===== src/rtl/jtframe_sram_arb.sv =====
// Two-port arbiter/sequencer for an external asynchronous 16-bit SRAM.
// Registered strobes, WAIT-cycle accesses, one bus-release cycle between accesses.
module jtframe_sram_arb #(
  parameter int AW   = 21,
  parameter int DW   = 16,
  parameter int WAIT = 2
) (
  input  logic          clk,
  input  logic          rst_n,
  input  logic [1:0]    req,
  input  logic [1:0]    we,
  input  logic [AW-1:0] addr0,
  input  logic [AW-1:0] addr1,
  input  logic [DW-1:0] din0,
  input  logic [DW-1:0] din1,
  input  logic [1:0]    dsn0,
  input  logic [1:0]    dsn1,
  output logic [1:0]    ack,
  output logic [DW-1:0] dout,
  output logic [AW-1:0] sram_addr,
  output logic [DW-1:0] sram_dout,
  output logic          sram_doe,
  input  logic [DW-1:0] sram_din,
  output logic          sram_we_n,
  output logic          sram_oe_n,
  output logic          sram_ub_n,
  output logic          sram_lb_n
);

  localparam int CW = (WAIT > 1) ? $clog2(WAIT) + 1 : 1;

  typedef enum logic [1:0] {IDLE, ACCESS, RECOVER} state_t;

  state_t          state_q, state_d;
  logic [CW-1:0]   cnt_q, cnt_d;
  logic            last_q, last_d;
  logic            gnt_q, gnt_d;
  logic            wr_q, wr_d;
  logic [1:0]      ack_q, ack_d;
  logic [DW-1:0]   dout_q, dout_d;
  logic [AW-1:0]   addr_q, addr_d;
  logic [DW-1:0]   sdout_q, sdout_d;
  logic            doe_q, doe_d;
  logic            we_n_q, we_n_d;
  logic            oe_n_q, oe_n_d;
  logic            ub_n_q, ub_n_d;
  logic            lb_n_q, lb_n_d;

  // On a tie the port that did not go last wins, so steady contention alternates.
  logic       sel;
  logic       sel_we;
  logic [1:0] sel_dsn;
  assign sel     = (req == 2'b11) ? ~last_q : req[1];
  assign sel_we  = sel ? we[1] : we[0];
  assign sel_dsn = sel ? dsn1 : dsn0;

  always_ff @(posedge clk) begin
    if (!rst_n) state_q <= IDLE;
    else        state_q <= state_d;
  end

  always_comb begin
    state_d = state_q;
    case (state_q)
      IDLE:    if (|req) state_d = ACCESS;
      ACCESS:  if (cnt_q == '0) state_d = RECOVER;
      RECOVER: state_d = IDLE;
      default: state_d = IDLE;
    endcase
  end

  always_comb begin
    cnt_d   = cnt_q;
    last_d  = last_q;
    gnt_d   = gnt_q;
    wr_d    = wr_q;
    ack_d   = 2'b00;
    dout_d  = dout_q;
    addr_d  = addr_q;
    sdout_d = sdout_q;
    doe_d   = doe_q;
    we_n_d  = we_n_q;
    oe_n_d  = oe_n_q;
    ub_n_d  = ub_n_q;
    lb_n_d  = lb_n_q;
    case (state_q)
      IDLE: if (|req) begin
        gnt_d   = sel;
        last_d  = sel;
        wr_d    = sel_we;
        addr_d  = sel ? addr1 : addr0;
        sdout_d = sel ? din1 : din0;
        ub_n_d  = sel_dsn[1];
        lb_n_d  = sel_dsn[0];
        we_n_d  = ~sel_we;
        oe_n_d  = sel_we;
        doe_d   = sel_we;
        cnt_d   = CW'(WAIT - 1);
      end
      ACCESS: begin
        if (cnt_q != '0) begin
          cnt_d = cnt_q - CW'(1);
        end else begin
          ack_d  = gnt_q ? 2'b10 : 2'b01;
          if (!wr_q) dout_d = sram_din;
          we_n_d = 1'b1;
          oe_n_d = 1'b1;
          ub_n_d = 1'b1;
          lb_n_d = 1'b1;
          doe_d  = 1'b0;
        end
      end
      default: ;
    endcase
  end

  always_ff @(posedge clk) begin
    if (!rst_n) begin
      cnt_q   <= '0;
      last_q  <= 1'b1;
      gnt_q   <= 1'b0;
      wr_q    <= 1'b0;
      ack_q   <= 2'b00;
      dout_q  <= '0;
      addr_q  <= '0;
      sdout_q <= '0;
      doe_q   <= 1'b0;
      we_n_q  <= 1'b1;
      oe_n_q  <= 1'b1;
      ub_n_q  <= 1'b1;
      lb_n_q  <= 1'b1;
    end else begin
      cnt_q   <= cnt_d;
      last_q  <= last_d;
      gnt_q   <= gnt_d;
      wr_q    <= wr_d;
      ack_q   <= ack_d;
      dout_q  <= dout_d;
      addr_q  <= addr_d;
      sdout_q <= sdout_d;
      doe_q   <= doe_d;
      we_n_q  <= we_n_d;
      oe_n_q  <= oe_n_d;
      ub_n_q  <= ub_n_d;
      lb_n_q  <= lb_n_d;
    end
  end

  assign ack       = ack_q;
  assign dout      = dout_q;
  assign sram_addr = addr_q;
  assign sram_dout = sdout_q;
  assign sram_doe  = doe_q;
  assign sram_we_n = we_n_q;
  assign sram_oe_n = oe_n_q;
  assign sram_ub_n = ub_n_q;
  assign sram_lb_n = lb_n_q;

endmodule


===== config.mk =====
export PLATFORM = sky130hd
export DESIGN_NAME = jtframe_sram_arb
export DESIGN_NICKNAME = d
export VERILOG_FILES = /design/src/rtl/jtframe_sram_arb.sv
export SDC_FILE = /design/constraint.sdc
export NUM_CORES = 1
export LEC_CHECK = 0
export CAP_MARGIN = 20
export CORE_UTILIZATION = 42
export DETAILED_ROUTE_END_ITERATION = 10
export HOLD_SLACK_MARGIN = 0.05
export PLACE_DENSITY_LB_ADDON = 0.15
export SYNTH_ARGS = -nofsm -noshare
export SYNTH_HDL_FRONTEND = slang
export SYNTH_SLANG_ARGS = --single-unit

===== constraint.sdc =====
create_clock -name clk -period 3.2 [get_ports clk]
set_input_delay 0.48 -clock clk [delete_from_list [all_inputs] [get_ports clk]]
set_output_delay 0.48 -clock clk [all_outputs]
set_load 0.02 [all_outputs]

Word-level counts from Yosys, hierarchy flattened. Index checks and enable logic that the tools add are counted.

Register bits after elaboration: 67. Input port bits: 100. Output and inout port bits: 60. Word-level logic and storage cells: 60.

$add $sub $neg: 1. Equality and inequality tests: 6. Multiplexer cells: 22. Bitwise operators: 6. Reductions and logical operators: 11.

Operators with widths (number): 21-bit two-way mux (1); 16-bit two-way mux (1); 2-bit two-way mux (5); 1-bit one-hot mux with 2 select lines (5); 3-bit AND reduction (3); 1-bit two-way mux (8); 2-bit inequality test, second input constant (4); 2-bit one-hot mux with 2 select lines (2); 1-bit inverter (6); 2-bit logical NOT (2); 2-bit AND reduction (2); 2-bit nonzero test (2); 3-bit OR reduction (1); 2-bit by 1-bit equality test with 1-bit output, second input constant (1); 2-bit equality test, second input constant (1); 2-bit OR reduction (1); 2-bit by 1-bit subtractor with 2-bit output, second input constant (1).

Longest topological paths before layout.
Depth in word-level cells: 6. Mapped depth: 7. Gate-level depth less buffers: 5.

Worst setup path after synthesis. No wires, ideal clock.

Kind: reg-to-reg. Start point: register cnt_q[0]. End point: register dout_q[10], in the netlist dout[10]. Library setup time: 70 ps. Data arrival time: 1274 ps. Data required time: 3130 ps. Slack: 1856 ps. Stages on the path, launching flop included: 8. Path buffers: 2. Clock period less this slack: 1344 ps. Cell sequence: dfxtp_1 -> inv_1 -> ha_1 -> nor4bb_1 -> buf_2 -> buf_4 -> nand2_1 -> a21oi_1.

Word-level cells in the longest chain between the ends: 3.

Ends and longest elaborated chain: start, declared (RTL line 35) `logic [CW-1:0] cnt_q, cnt_d;`; start signal, assigned (RTL line 133) `cnt_q <= cnt_d;`; 2-bit nonzero test (RTL line 101) `if (cnt_q != '0) begin`; 1-bit inverter (no source line); 3-bit AND reduction (no source line); end signal, assigned (RTL line 138) `dout_q <= dout_d;`; end, declared (RTL line 40) `logic [DW-1:0] dout_q, dout_d;`.

No other way between the ends. A chain may end at the register's enable or synchronous reset.

Final worst setup path.
Start point: input port req[0]. End point: register addr_q[17], in the netlist sram_addr[17].

Word-level cells in the longest chain between the ends: 3. Elaborated cells on any way between the ends: 5. Classes of those cells: eq/ne: 1; mux: 2; reduce/logical: 2.

Ends and longest elaborated chain: start, declared (RTL line 10) `input logic [1:0] req,`; 2-bit equality test (RTL line 53) `assign sel = (req == 2'b11) ? ~last_q : req[1];`; 1-bit two-way mux (RTL line 53); 21-bit two-way mux (RTL line 91) `addr_d = sel ? addr1 : addr0;`; end signal, assigned (RTL line 139) `addr_q <= addr_d;`; end, declared (RTL line 41) `logic [AW-1:0] addr_q, addr_d;`.

Parallel ways exist; a longest one is shown, timed or not.

==> results.py <==
metrics = {
    "outcome": {
        "outcome": "complete, no violations",
    },
    "global_routing": {
        "grt_first_pass_wirelength_um": 13700,
        "grt_overflow_total": 0,
        "maximum_number_of_pins_on_one_net_before_global_route_repair": 43,
        "first_global_vias": 2945,
        "groute.usage.overall_pct": 23.4,
        "number_of_antenna_violations_at_the_first_check_in_global_routing": 0,
    },
    "timing": {
        "finalCritPeriodShare_pct": 64.4,
        "fin_worst_hold_slack_ps": 447,
        "hold_violations": 0,
        "period_needed_ps": 2060,
        "post-route-worst-setup-slack_ps": 1140,
        "max_slew.worst_pin.slew_ps": 936,
        "fin_tns_setup_ps": 0,
        "maxClockFrequency_mhz": 486,
        "report.final.setup_viol": 0,
        "grt_setup_unrepaired": "false",
        "finalClockSkew_ps": 10.8,
        "maxSlewHeadroom_pct": 37.4,
        "final_max_slew_viol_count": 0,
    },
    "clock_tree": {
        "cts.repair_timing.setup_buffer_count": 0,
        "cts_made_buffers": 9,
        "worst_skew_pair.late_latency_ps": 330,
        "cts-root-to-sink-buffers": 2,
        "cts.sinks": 67,
        "cts_hold_repair.buffers": 0,
        "post_cts.resized_instances": 0,
        "cts_tree": "built",
        "clock_tree.htree_level_count": 3,
        "cts.reportedPaths.clkPinSlew_ps": 80,
        "cts.root.buffer_cell": "sky130_fd_sc_hd__clkbuf_8",
    },
    "synthesis": {
        "netlist-cell-type-count": 35,
        "combinational_family_with_the_most_area_after_synthesis": "compound AO/OA/AOI/OAI gates",
        "synth-edff-count": 0,
        "synthesis.area_per_instance_sq_um": 8.71,
        "cells_after_synth": 343,
        "synth-compound-area-share_pct": 28.4,
        "synthFlopType": "sky130_fd_sc_hd__dfxtp_1",
        "synthesized_area_fraction_occupied_by_adder_cells_pct": 0.838,
        "syn-cell-area_sq_um": 2990,
        "asyncSetResetFlopFracSynth_pct": 0,
        "ys_seq_area_share_pct": 44.9,
        "yosys.area_share.xor_xnor_pct": 0,
        "yosys_register_bits": 67,
        "mappedNetlistNets": 445,
        "post_synth_mux_area_share_pct": 1.01,
        "yosys.area_share.simple_pct": 17.6,
        "synth.yosys.warnings": 0,
    },
    "die": {
        "pin_count": 160,
        "placement_rows": 30,
        "dieHeight_um": 86.3,
        "fp.coreArea_sq_um": 6830,
        "floorplan.die.width_um": 86.3,
        "initial_core_util_pct": 43.7,
        "die_area_sq_um": 7460,
    },
    "setup_path": {
        "cpLargestDelayFamily": "buffers and inverters",
        "crit_chain": "clkdlybuf4s50_1, or2_1, buf_4, a21oi_1, a311oi_2",
        "start_kind": "input port",
        "critical_path.endpoint_type": "flop",
        "critical_path_buffers_and_inverters": 2,
        "critical_path_class": "in2reg",
        "critPathMaxStageDelay_ps": 620,
        "cp_data_arrival_time_ps": 2310,
        "crit_slowest_cell": "sky130_fd_sc_hd__clkdlybuf4s50_1",
        "cp_data_required_time_ps": 3450,
        "critical_path.max_fanout": 15,
    },
    "hold_path": {
        "min_path_type": "reg2reg",
    },
    "placed_design": {
        "numPortBuffers": 159,
        "place.gp.congestion": 0.751,
        "hpwl_after_detailed_placement_um": 6050,
        "worst_slack_at_placement_ps": 848,
    },
    "cells_and_area": {
        "area_growth_syn_to_layout_pct": 62.3,
        "antenna_cells": 0,
        "final_common_cell": "sky130_fd_sc_hd__clkdlybuf4s50_1",
        "final_cell_mix": "159 x sky130_fd_sc_hd__clkdlybuf4s50_1, 106 x sky130_fd_sc_hd__nand2_1, 67 x sky130_fd_sc_hd__dfxtp_1",
        "drive_above_1_share_pct": 10.3,
        "design.final.nets": 590,
    },
    "power_and_ir_drop": {
        "p_leak_nw": 1.78,
        "pwr_dens_nw_per_um2": 545,
        "vdd_drop_max_mv": 0.352,
    },
    "routing": {
        "vias": 3091,
        "drt_pre_antenna_iters": 5,
        "post_drt_wl_per_cell_um": 14.7,
        "routed_wl_um": 8660,
        "detailedRoute.firstIterationViolations": 138,
        "post-route-drc-count": 0,
        "vias_per_cell": 5.25,
        "drt.antenna.violating_nets": 0,
    },
    "run": {
        "max-cap-violations": 0,
    },
}
-- routing by layer --
layer / vias to the layer above / wire (um) / global-route usage [%] / part of all wire, %
met5: - / 0 / 0 / 0
met4: 0 / 130 / 7.58 / 1.5
met3: 12 / 603 / 6.10 / 7.0
met2: 136 / 4270 / 39.9 / 49
met1: 1444 / 3660 / 28.9 / 42
li1: 1499 / - / - / -
-- flip-flops by register name, summed over array words and instances, names as in the netlist, 2 cells and up --
register   count
ack            2
cnt_q          2
dout          16
sram_addr     21
sram_dout     16
state_q        2
-- synth_stat cells (4+ instances only) --
library cell | number | share of area (%)
sky130_fd_sc_hd__a311oi_1 | 18 | 5.3
sky130_fd_sc_hd__a311oi_2 | 19 | 9.5
sky130_fd_sc_hd__nand2_1 | 106 | 13
sky130_fd_sc_hd__inv_1 | 4 | 0.50
sky130_fd_sc_hd__buf_2 | 17 | 2.8
sky130_fd_sc_hd__buf_4 | 5 | 1.3
sky130_fd_sc_hd__a211oi_1 | 4 | 1.0
sky130_fd_sc_hd__buf_6 | 5 | 1.9
sky130_fd_sc_hd__nand3_1 | 4 | 0.67
sky130_fd_sc_hd__dfxtp_1 | 67 | 45
sky130_fd_sc_hd__a21oi_1 | 55 | 9.2
-- final timing paths --
| kind | startpoint | endpoint | slack [ps] | depth (start not counted) |
|---|---|---|---|---|
| min reg2reg | gnt_q | ack[0] | 450 | 1 |
| max reg2reg | state_q[1] | sram_addr[10] | 1480 | 3 |
| max | req[0] | sram_addr[17] | 1140 | 5 |
| min | gnt_q | ack[0] | 450 | 1 |
-- logic make-up (layout without fill, tap and decap cells) --
logic type               Yosys count  count (layout)
AO/OA/AOI/OAI                    108             108
adder cells (fa/ha/maj)            2               2
buffers and inverters             37             187
flip-flops                        67              67
multiplexers                       3               3
AND/OR/NAND/NOR                  126             126
-- area by class of cell --
class                           count  area, sq um
Fill cell                         559         1980
Timing Repair Buffer              166         1660
Multi-Input combinational cell    239         1450
Sequential cell                    67         1340
Clock buffer                       12          165
Tap cell                           96          120
Clock inverter                      4         95.1
Inverter                            5         18.8
-- through the flow --
stage	utilization [%]	instances	instance area, sq um	power [mW]
2_1_floorplan	-	343	2990	1.42
3_3_place_gp	67.2	573	4590	1.76
3_5_place_dp	67.2	573	4590	1.77
4_1_cts	71.0	589	4850	2.66
5_1_grt	71.0	589	4850	2.76
6_report	71.0	589	4850	2.64
-- power breakdown --
part           leakage, nW  internal (mW)  switching, mW
clock                0.133          0.581          0.309
combinational         1.10          0.383          0.382
sequential           0.553          0.929         0.0577
(Power assumes the default switching activity.)
